[src/rtl/hazard_stall_controller.sv]
// Pipeline hazard/stall controller: load-use interlock, taken-branch flush and
// multi-cycle EX occupancy stall, with a saturating frozen-PC cycle counter.
module hazard_stall_controller #(
    parameter int unsigned MULTI_LATENCY = 4,
    parameter int unsigned CNT_W         = 16
) (
    input  logic             Clk,
    input  logic             reset,
    input  logic [4:0]       Rs_ID,
    input  logic [4:0]       Rt_ID,
    input  logic             UsesRs_ID,
    input  logic             UsesRt_ID,
    input  logic             MultiCycle_ID,
    input  logic             MemRead_EX,
    input  logic [4:0]       WriteReg_EX,
    input  logic             BranchTaken_EX,
    output logic             PCWrite,
    output logic             IFID_Write,
    output logic             IFID_Flush,
    output logic             IDEX_Bubble,
    output logic             Busy,
    output logic [CNT_W-1:0] StallCount
);

    localparam int unsigned MCNT_W    = 4;
    localparam logic [MCNT_W-1:0] CNT_INIT = MCNT_W'(MULTI_LATENCY - 1);

    typedef enum logic {
        S_IDLE  = 1'b0,
        S_MULTI = 1'b1
    } state_t;

    state_t            r_state;
    state_t            w_state_nxt;
    logic [MCNT_W-1:0] r_cnt;
    logic [MCNT_W-1:0] w_cnt_nxt;
    logic              w_load_use;
    logic [CNT_W-1:0]  r_stall_cnt;

    // Loads into $0 never produce a value, so they cannot create a hazard.
    assign w_load_use = MemRead_EX && (WriteReg_EX != 5'd0) &&
                        ((UsesRs_ID && (Rs_ID == WriteReg_EX)) ||
                         (UsesRt_ID && (Rt_ID == WriteReg_EX)));

    always_ff @(posedge Clk) begin
        if (reset) begin
            r_state <= S_IDLE;
            r_cnt   <= '0;
        end else begin
            r_state <= w_state_nxt;
            r_cnt   <= w_cnt_nxt;
        end
    end

    always_comb begin
        w_state_nxt = r_state;
        w_cnt_nxt   = r_cnt;
        case (r_state)
            S_IDLE: begin
                if (!BranchTaken_EX && !w_load_use && MultiCycle_ID) begin
                    w_state_nxt = S_MULTI;
                    w_cnt_nxt   = CNT_INIT;
                end
            end
            S_MULTI: begin
                w_cnt_nxt = r_cnt - MCNT_W'(1);
                if (r_cnt <= MCNT_W'(1)) begin
                    w_state_nxt = S_IDLE;
                end
            end
            default: begin
                w_state_nxt = S_IDLE;
                w_cnt_nxt   = '0;
            end
        endcase
    end

    // Hazard controls are combinational from state and live ID/EX inputs.
    always_comb begin
        PCWrite     = 1'b1;
        IFID_Write  = 1'b1;
        IFID_Flush  = 1'b0;
        IDEX_Bubble = 1'b0;
        Busy        = 1'b0;
        if (reset) begin
            PCWrite     = 1'b0;
            IFID_Write  = 1'b0;
            IFID_Flush  = 1'b1;
            IDEX_Bubble = 1'b1;
        end else begin
            case (r_state)
                S_IDLE: begin
                    if (BranchTaken_EX) begin
                        IFID_Flush  = 1'b1;
                        IDEX_Bubble = 1'b1;
                    end else if (w_load_use) begin
                        PCWrite     = 1'b0;
                        IFID_Write  = 1'b0;
                        IDEX_Bubble = 1'b1;
                    end
                end
                S_MULTI: begin
                    PCWrite     = 1'b0;
                    IFID_Write  = 1'b0;
                    IDEX_Bubble = 1'b1;
                    Busy        = 1'b1;
                end
                default: begin
                    PCWrite = 1'b1;
                end
            endcase
        end
    end

    // Frozen-PC statistics; saturates rather than wrapping.
    always_ff @(posedge Clk) begin
        if (reset) begin
            r_stall_cnt <= '0;
        end else if (!PCWrite && (r_stall_cnt != '1)) begin
            r_stall_cnt <= r_stall_cnt + CNT_W'(1);
        end
    end

    assign StallCount = r_stall_cnt;

endmodule

[config.mk]
export PLATFORM = sky130hd
export DESIGN_NAME = hazard_stall_controller
export DESIGN_NICKNAME = d
export VERILOG_FILES = /design/src/rtl/hazard_stall_controller.sv
export SDC_FILE = /design/constraint.sdc
export NUM_CORES = 1
export LEC_CHECK = 0
export CAP_MARGIN = 20
export CORE_ASPECT_RATIO = 1.1
export CORE_MARGIN = 2
export CORE_UTILIZATION = 37
export CTS_CLUSTER_DIAMETER = 30
export DETAILED_ROUTE_END_ITERATION = 16
export GPL_TIMING_DRIVEN = 1
export PLACE_DENSITY = 0.78
export SLEW_MARGIN = 5
export SYNTH_ARGS = -nofsm -noshare
export SYNTH_HDL_FRONTEND = slang
export SYNTH_SLANG_ARGS = --single-unit
[constraint.sdc]
create_clock -name Clk -period 1.7 [get_ports Clk]
set_input_delay 0.17 -clock Clk [delete_from_list [all_inputs] [get_ports Clk]]
set_output_delay 0.17 -clock Clk [all_outputs]
set_load 0.005 [all_outputs]
==> results.md, run 1 <==
Power:
- In this run the static leakage power is 0.881 nW.
- The overall power consumption is 0.00109 W.
- The total power density per cell area is 477 nW/um^2.
- The worst vdd rail ir drop is roughly 0.00030 V.

Job:
- The max-capacitance violation count is 0.

Synthesis:
- The adder and majority cell fraction of the synthesized area is 2.96%.
- Counting every instance in the synthesized netlist gives approximately 150.
- The synthesized design spends more area on one cell type than any other, namely sky130_fd_sc_hd__dfxtp_1.
- For this run, the number of Yosys warnings is 0.
- Summing every instance area after synthesis gives 1270 sq um.
- Summing the areas of all compound-gate instances in the mapped netlist gives 24.7% of the synthesized area.
- The number of nets in the synthesized netlist is 178.
- The fraction of synthesized cell area in xor and xnor cells is ~7.6%.
- The count of flip-flops with a built-in enable after synthesis is 0.
- The post-synthesis mux area share is 0%.
- The proportion of register bits with asynchronous set or reset after synthesis is 0%.
- After synthesis, the largest family of logic cells by area is simple AND/OR/NAND/NOR gates.
- Among all flip-flop cells after synthesis, the most frequent one is sky130_fd_sc_hd__dfxtp_1.
- After Yosys synthesis, and, or, nand and nor cells account for approximately a quarter of the synthesized area.
- The top cell type by area accounts for 33.2% of the synthesized area.
- The number of synthesized register bits is 21.
- The post-synthesis area per instance is 8.28 sq um.
- Sorting the synthesized cells by area gives the leading types as sky130_fd_sc_hd__dfxtp_1, sky130_fd_sc_hd__xnor2_1, sky130_fd_sc_hd__a21oi_1, sky130_fd_sc_hd__or3_1, sky130_fd_sc_hd__o21ai_0.
- In this run, distinct cell masters in the synthesized netlist total 37.
- The post-synthesis sequential area ratio is approximately a third.

CTS:
- The tree built by TritonCTS fans out to 21 sinks.
- The number of buffers created by CTS is 3.
- TritonCTS built the clock tree.
- At the later pin of the worst-skew pair, clock insertion delay measures 0.32 ns.
- Clock-pin slew was measured on the worst setup and hold paths at 0.13 ns.
- CTS placed an instance of sky130_fd_sc_hd__clkbuf_4 at the clock tree root.
- The worst-case clock buffer depth is 2.
- In this run, post-CTS hold repair placed 0 buffers.
- CTS built an H-tree with a depth of 1.

Routing:
- For this block, the via count after detailed routing is 1547.
- After detailed routing, the total wire length is 3.98 mm.
- The first detailed-routing pass took 4 iterations.
- The DRC violations left is 0.
- Using the TritonRoute via totals, the vias-per-cell ratio works out to 5.47.
- The initial DRC count is 40.
- The number of nets with antenna violations after detailed routing is 0.
- The wire length per cell is 14.1 um.

GRT:
- After global routing the overflow that remains totals 0.
- The via count of the first global-routing pass is 1425.
- The global-route wire length before repair is a little over 6 mm.
- Global routing used 20.3% of the available tracks.
- The number of antenna violations at the first check in global routing is 0.
- The pin count of the biggest net entering global routing is 23.

Timing:
- The count of pins over their slew limit is 0.
- Setup violations remaining at the end of the flow were counted as 7.
- The tightest slew margin relative to the limit is around two thirds.
- The setup slack of the critical path after layout is -0.0539 ns.
- The post-route clock period utilization is 103%.
- For this run, the top clock speed supported by timing is 570 MHz.
- At the pin with the least slew margin, the transition time is 0.493 ns.
- The number of failing hold endpoints at the final stage is 0.
- Between clock sinks in the finished design, the worst skew comes to 0.00525 ns.
- The routed design could run at a clock period as short as 1.75 ns.
- Setup repair after global routing could not meet its margin everywhere.

Critical path:
- The startpoint-to-endpoint class of the critical path is flip-flop to flip-flop.
- The largest driver fanout on the critical path is 5.
- The endpoint class of the critical path is a flip-flop.
- Among cell families on the critical path, the largest total delay comes from simple AND/OR/NAND/NOR gates.
- Walking the worst path, the cells encountered are ha_4 > nand3_4 > o41ai_4 > nor4_2 > a21oi_2 > buf_6 > or4_1 > a21oi_1.
- In this design, the stage delay of the slowest critical-path cell is 0.40 ns.
- The critical path startpoint category is a flip-flop.
- Data on the critical path arrives at its endpoint at 2.02 ns.
- The number of buffers and inverters on the critical path is 1.
- The critical path's slowest cell is sky130_fd_sc_hd__or4_1.
- The worst endpoint required time is 1.96 ns.

Finish:
- The repair_antennas step left the layout with diodes totalling 0.
- Compared with the post-synthesis result, the final layout area differs by 80.6%.
- The fraction of layout cells with a size suffix above 1 is 41.3%.
- In the layout the commonest cells are sky130_fd_sc_hd__buf_4, sky130_fd_sc_hd__clkdlybuf4s50_1, sky130_fd_sc_hd__a21oi_1.
- Leaving out filler cells and counting taps, the final layout contains 283.
- The most frequent standard cell in the layout excluding fill and tap cells is sky130_fd_sc_hd__buf_4.
- At the end of the flow the core is filled with cells to between 60% and 70%.
- At the end of the flow, the number of nets in the layout was between 200 and 300.
- The post-layout instance area is between 2000 and 2500 sq um.

Die:
- The count of standard-cell rows is 22.
- 43 I/O pins were placed.
- The area of the core is about 3300 sq um.
- Once the floorplan was initialized, standard cells occupied 38.4% of the core.
- From bottom edge to top edge, the die measures 65.4 um.
- The die covers 3910 sq um.
- Measured along the x axis, the die boundary spans 59.8 um.

Run status:
- The flow ran to the end, but the final reports show violations.
- The checks that failed: setup timing.

Place:
- The number of port buffers is 42.
- The post-placement cell area is 2020 sq um.
- The detailed-placement wirelength estimate is 2.58 mm.
- Prior to clock tree synthesis, the placed netlist has a worst setup slack of -0.636 ns.
- The final RePlAce weighted congestion is 0.806.
- Counting tap cells, the placed design contains a total of 265 instances.

Hold path:
- The class of the tightest hold or removal check is flip-flop to flip-flop.
## worst reg2reg max path: stages (launching register included)
cell                      delay (ns)
sky130_fd_sc_hd__dfxtp_4        0.38
sky130_fd_sc_hd__ha_4           0.17
sky130_fd_sc_hd__nand3_4        0.08
sky130_fd_sc_hd__o41ai_4        0.09
sky130_fd_sc_hd__nor4_2         0.18
sky130_fd_sc_hd__a21oi_2        0.12
sky130_fd_sc_hd__buf_6          0.14
sky130_fd_sc_hd__or4_1          0.40
sky130_fd_sc_hd__a21oi_1        0.13
## per-stage QoR
stage | TNS [ns] | hold WS (ns)
after CTS | -0.0102 | 0.488
after detailed placement | -12.56 | 0.465
final | -0.198 | 0.522
after global routing | -1.01 | 0.542
after floorplan | 0 | 0.345
after global placement | -10.88 | 0.458
## cell usage after synthesis, types with 2 or more instances
cell type and n:
sky130_fd_sc_hd__nor3_1 3, sky130_fd_sc_hd__a21oi_1 16, sky130_fd_sc_hd__nand3_1 6, sky130_fd_sc_hd__o21ai_0 9
sky130_fd_sc_hd__nor2_1 8, sky130_fd_sc_hd__inv_1 8, sky130_fd_sc_hd__nand2b_1 3, sky130_fd_sc_hd__xnor2_1 11
sky130_fd_sc_hd__o31ai_1 4, sky130_fd_sc_hd__a211oi_1 2, sky130_fd_sc_hd__o41ai_1 2, sky130_fd_sc_hd__o21ai_1 3
sky130_fd_sc_hd__clkbuf_1 4, sky130_fd_sc_hd__and2_1 2, sky130_fd_sc_hd__or4_1 5, sky130_fd_sc_hd__ha_1 3
sky130_fd_sc_hd__or3_1 9, sky130_fd_sc_hd__a21oi_2 2, sky130_fd_sc_hd__nand4_1 7, sky130_fd_sc_hd__nor4_1 2
sky130_fd_sc_hd__a311oi_1 2, sky130_fd_sc_hd__dfxtp_1 21, sky130_fd_sc_hd__nand2_1 7
## flip-flops by register name, indices dropped and copies added, names as in the netlist
register	count
StallCount	16
r_cnt	4
r_state	1
## worst paths after layout
path / from / end / cells after the start / slack (ns)
hold / removal: r_cnt[3]$_SDFFE_PP0P_ / r_cnt[3]$_SDFFE_PP0P_ / 1 / 0.52
hold reg to reg: r_cnt[3]$_SDFFE_PP0P_ / r_cnt[3]$_SDFFE_PP0P_ / 1 / 0.52
setup reg to reg: StallCount[0]$_SDFFE_PP0P_ / StallCount[11]$_SDFFE_PP0P_ / 8 / -0.05
setup / recovery: StallCount[0]$_SDFFE_PP0P_ / StallCount[11]$_SDFFE_PP0P_ / 8 / -0.05
## power by group
| group | internal [W] | total (W) | switching [W] | leakage, nW |
|---|---|---|---|---|
| clock network | 0.0000882 | 0.000258 | 0.000170 | 0.0177 |
| logic | 0.000170 | 0.000303 | 0.000134 | 0.688 |
| registers | 0.000511 | 0.000530 | 0.0000187 | 0.176 |
## timing repair
action,CTS,global route
cloned,1,1
gates resized for setup,48,36
setup buffers,6,7
pin swaps,14,17
endpoints found under the setup margin,25,22
## area by class of cell
type / count / area (sq um)
clock buffers: 3 / 22.5
clock inverters: 1 / 5.00
fillers: 269 / 1010
inverters: 8 / 32.5
multi-input cells: 119 / 922
flip-flops and latches: 21 / 437
well taps: 36 / 45.0
repair buffers: 95 / 825
## routing by layer
| metal | vias to the layer above | share of wire, % | global-route usage, % | wire, um |
|---|---|---|---|---|
| li1 | 764 | - | - | - |
| met1 | 723 | 40 | 23.2 | 1610 |
| met2 | 54 | 53 | 37.0 | 2110 |
| met3 | 6 | 5.2 | 3.74 | 206 |
| met4 | 0 | 1.6 | 6.67 | 63 |
| met5 | - | 0 | 0 | 0 |
## cell families (layout without fill, tap and decap cells)
group | after synthesis | count (layout)
and+or+nand+nor | 58 | 58
AOI/OAI and AO/OA | 46 | 47
DFF | 21 | 21
buffers and inverters | 14 | 107
xor gates and xnor gates | 11 | 11
adders and majority gates | 3 | 3
Power figures use the tool's default switching activity.
==> run 2, diff against run 1 <==
--- a/config.mk
+++ b/config.mk
@@ -8,12 +8,13 @@
 export CAP_MARGIN = 20
 export CORE_ASPECT_RATIO = 1.1
 export CORE_MARGIN = 2
-export CORE_UTILIZATION = 37
+export CORE_UTILIZATION = 25
 export CTS_CLUSTER_DIAMETER = 30
 export DETAILED_ROUTE_END_ITERATION = 16
-export GPL_TIMING_DRIVEN = 1
-export PLACE_DENSITY = 0.78
+export GPL_TIMING_DRIVEN = 0
+export PLACE_DENSITY = 0.59
 export SLEW_MARGIN = 5
 export SYNTH_ARGS = -nofsm -noshare
 export SYNTH_HDL_FRONTEND = slang
 export SYNTH_SLANG_ARGS = --single-unit
+export TNS_END_PERCENT = 1
==> results.md, run 2 (synthesis gave the netlist of run 1 again) <==
Critical path:
- The worst register-to-register path begins at StallCount[5]$_SDFFE_PP0P_.
- The largest driver fanout on the critical path was 7 (+2).
- The most critical setup path has its startpoint at StallCount[5]$_SDFFE_PP0P_.
- The endpoint identified for the worst register-to-register timing path is StallCount[8]$_SDFFE_PP0P_.
- The worst setup slack for register-to-register paths is -0.14 ns (-0.09 ns).
- The kind of cell with the highest combined delay along the critical path is simple AND/OR/NAND/NOR gates.
- The stage delay of the slowest cell on the critical path is 0.37 ns (-0.03 ns).
- The number of buffers and inverters on the critical path is 2 (+1).
- STA classifies the critical path endpoint as a flip-flop.
- The signal on the critical path passes through nand4_1 > buf_4 > buf_4 > nor4_1 > a21oi_2 > or3_1 > a21oi_1.
- The critical path startpoint category is a flip-flop.
- The startpoint-to-endpoint class of the critical path is flip-flop to flip-flop.
- The arrival time reported for the critical path endpoint was 2.03 ns (about the same).
- The most frequent cell on the critical path is sky130_fd_sc_hd__buf_4.
- The worst endpoint required time is 1.89 ns (-0.07 ns).
- The cell depth of the worst flop-to-flop path is 7 (-1).
- The slowest stage of the critical path is the sky130_fd_sc_hd__dfxtp_2 cell.

Finish:
- The number of filler cells placed in the layout is 486 (+81%).
- Compared with the post-synthesis result, the final layout area differs by 56.6%.
- The most frequent standard cell in the layout excluding fill and tap cells is sky130_fd_sc_hd__clkdlybuf4s50_1.
- The final cell count without fillers is 268 (-5.3%).
- The final design utilization is 40.2% (-29 points).
- The antenna diode count was 0 (unchanged).
- The multi-input combinational cell area was 870 sq um (-5.7%).
- The register cell area after layout came to 442 sq um (+1.1%).
- The fraction of layout cells with a size suffix above 1 came to 28.1% (-13 points).
- The post-layout instance area is 1980 sq um (-13%).
- In the layout the commonest cells are sky130_fd_sc_hd__clkdlybuf4s50_1, sky130_fd_sc_hd__a21oi_1, sky130_fd_sc_hd__dlygate4sd2_1.
- The net count of the finished layout was 236 (-14%).
- The flip-flop count of the largest register after layout is 16 (unchanged).

Place:
- The number of placed instances, taps included is 253 (-4.5%).
- The detailed-placement wirelength estimate is 2.40 mm (-7.1%).
- The worst setup slack before clock tree synthesis is -0.932 ns (-0.296 ns).
- The final RePlAce weighted congestion was 0.758 (-6.0%).
- The post-placement cell area is 1770 sq um (-12%).
- The number of port buffers was 42 (unchanged).

Timing:
- Setup repair after global routing could not meet its margin everywhere.
- The setup slack of the critical path after layout is -0.141 ns (-0.0870 ns).
- The final critical-path required period came to 1.84 ns (+0.0870 ns).
- The count of pins over their slew limit is 0 (unchanged).
- The top achievable clock speed is 543 MHz (-4.7%).
- The post-route clock period utilization came to 108% (+5.1 points).
- The slew at the pin with the worst max-slew slack is 0.527 ns (+0.0344 ns).
- The smallest hold slack was 0.491 ns (-0.0310 ns).
- The count of endpoints failing setup in the final report came to 9 (+2).
- The final worst clock skew came to 0.00432 ns (-0.000930 ns).
- The number of failing hold endpoints at the final stage was 0 (unchanged).
- The tightest slew margin relative to the limit is 64.9% (-1.9 points).

GRT:
- The global-route wire length before repair was 5.84 mm (-4.5%).
- The via count of the first global-routing pass is 1332 (-6.5%).
- The met3 capacity usage during global routing came to 3.08% (-0.66 points).
- The residual overflow from global routing is 0 (unchanged).
- The met1 track utilization from global routing is 15.6% (-7.6 points).
- The met2 usage in global routing came to 20.4% (-17 points).
- The global routing stage identified its most utilized layer as met2.
- The overall fraction of global-route tracks in use is 12.8% (-7.6 points).
- The number of antenna violations at the first check in global routing came to 0 (unchanged).
- The pin count of the biggest net entering global routing was 13 (-43%).

Routing:
- The number of vias per cell after detailed routing came to 5.06 (-7.5%).
- The initial DRC count is 99 (+150%).
- The wire length per cell came to 12.6 um (-11%).
- The number of optimization iterations in the first detailed-route pass is 4 (unchanged).
- The count of vias placed by the detailed router was 1355 (-12%).
- The DRC violations left is 0 (unchanged).
- The final wirelength is 3.37 mm (-15%).
- The number of nets with antenna violations after detailed routing is 0 (unchanged).

CTS:
- The clock tree from TritonCTS is done.
- The number of hold buffers added after CTS is 0 (unchanged).
- The root buffer selected by CTS is sky130_fd_sc_hd__clkbuf_8.
- The clock transition at the registers of the reported paths came to 0.08 ns (-0.05 ns).
- The number of buffers created by CTS is 3 (unchanged).
- The number of clock sinks is 21 (unchanged).
- The maximum level of the CTS H-tree is 1 (unchanged).
- The worst-case clock buffer depth is 2 (unchanged).
- The clock latency on the worst-skew pair was 0.27 ns (-0.05 ns).

Power:
- The internal power contribution is 0.000799 W (+3.9%).
- The sequential power share is 46.9% (-1.7 points).
- The worst vdd rail ir drop is 0.000308 V (+1.2%).
- The net switching component of the power is 0.000314 W (-2.5%).
- The static power due to leakage is 0.662 nW (-25%).
- The switching share of power was 28.2% (-1.3 points).
- The clock network fraction of total power came to 30.9% (+7.3 points).
- The combinational power share is 22.2% (-5.6 points).
- The total power density per cell area is 561 nW/um^2 (+18%).

Hold path:
- The number of cells traversed by the worst hold path was 1 (unchanged).
- In this run the most critical hold path is launched from r_cnt[3]$_SDFFE_PP0P_.
- The worst hold path terminates at r_cnt[3]$_SDFFE_PP0P_.
- The class of the tightest hold or removal check is flip-flop to flip-flop.

Run status:
- The flow ran to the end, but the final reports show violations.
- The final reports fail on setup timing.

Die:
- The I/O pin count is 43 (unchanged).
- The count of standard-cell rows was 27 (+23%).
- The full die area is 5660 sq um (+45%).
- The area of the core is 4930 sq um (+49%).
- The overall die height is 78.7 um (+20%).
- The initial cell density of the core came to 25.7% (-13 points).
- The width of the chip is 71.9 um (+20%).

Job:
- The max-capacitance violation count is 0 (unchanged).
run 2: cell types whose count changed in the layout (fill, tap and decap cells not counted), moves of 2 or more:
cell / change
sky130_fd_sc_hd__a21oi_1: -2
sky130_fd_sc_hd__a21oi_2: +2
sky130_fd_sc_hd__buf_12: -2
sky130_fd_sc_hd__buf_4: -36
sky130_fd_sc_hd__clkbuf_2: -2
sky130_fd_sc_hd__clkbuf_8: +3
sky130_fd_sc_hd__clkdlybuf4s50_1: -2
sky130_fd_sc_hd__dfxtp_2: -2
sky130_fd_sc_hd__dfxtp_4: +2
sky130_fd_sc_hd__dlygate4sd2_1: +6
sky130_fd_sc_hd__dlymetal6s2s_1: -3
sky130_fd_sc_hd__nor4_2: -2
run 2: worst max-delay path by stage:
stage / depth (start not counted) / slack [ns] / to
floorplan: 6 / 0.0005 / StallCount[2]$_SDFFE_PP0P_
global placement: 7 / -0.93 / PCWrite
detailed placement: 7 / -0.93 / PCWrite
CTS: 7 / -0.14 / StallCount[11]$_SDFFE_PP0P_
global route: 8 / -0.18 / StallCount[7]$_SDFFE_PP0P_
finish: 7 / -0.14 / StallCount[8]$_SDFFE_PP0P_
run 2: per-stage QoR:
step / TNS [ns] / total power [W]
floorplan: 0 / 0.000665
global placement: -12.93 / 0.000780
detailed placement: -13.19 / 0.000781
CTS: -0.737 / 0.00112
global route: -1.83 / 0.00118
finish: -0.577 / 0.00111
run 2: per-layer routing:
| metal | wire length [um] | part of all wire, % |
|---|---|---|
| met3 | 183 | 5.4 |
| met2 | 1630 | 49 |
| met1 | 1500 | 45 |
| met5 | 0 | 0 |
| met4 | 50 | 1.5 |
run 2: worst register-to-register path, cell delays in order (launching register included):
cell and delay (ns):
sky130_fd_sc_hd__dfxtp_2 0.37, sky130_fd_sc_hd__nand4_1 0.14, sky130_fd_sc_hd__buf_4 0.17, sky130_fd_sc_hd__buf_4 0.12
sky130_fd_sc_hd__nor4_1 0.32, sky130_fd_sc_hd__a21oi_2 0.14, sky130_fd_sc_hd__or3_1 0.37, sky130_fd_sc_hd__a21oi_1 0.14
run 2: area by class of cell:
class	count	area share, %
clock buffer	3	2.08
multi-input combinational	118	43.8
tap	58	3.66
clock inverter	1	0.252
inverter	8	1.51
sequential	21	22.3
timing repair buffer	53	24.1
buffer	6	2.27
run 2: what timing repair did:
item | 4_1_cts | 5_1_grt
hold endpoints to repair | 0 | 0
pin swaps | 22 | 9
buffers inserted | 10 | 2
endpoints found under the setup margin | 26 | 20
gates cloned | 0 | 0
resized for setup | 55 | 26
run 2: power groups by stage:
stage	sequential (W)	combinational, W	clock, W
6_report	0.000521	0.000247	0.000344
5_1_grt	0.000525	0.000274	0.000386
4_1_cts	0.000526	0.000245	0.000349
3_5_place_dp	0.000536	0.000245	0
3_3_place_gp	0.000537	0.000243	0
2_1_floorplan	0.000534	0.000131	0
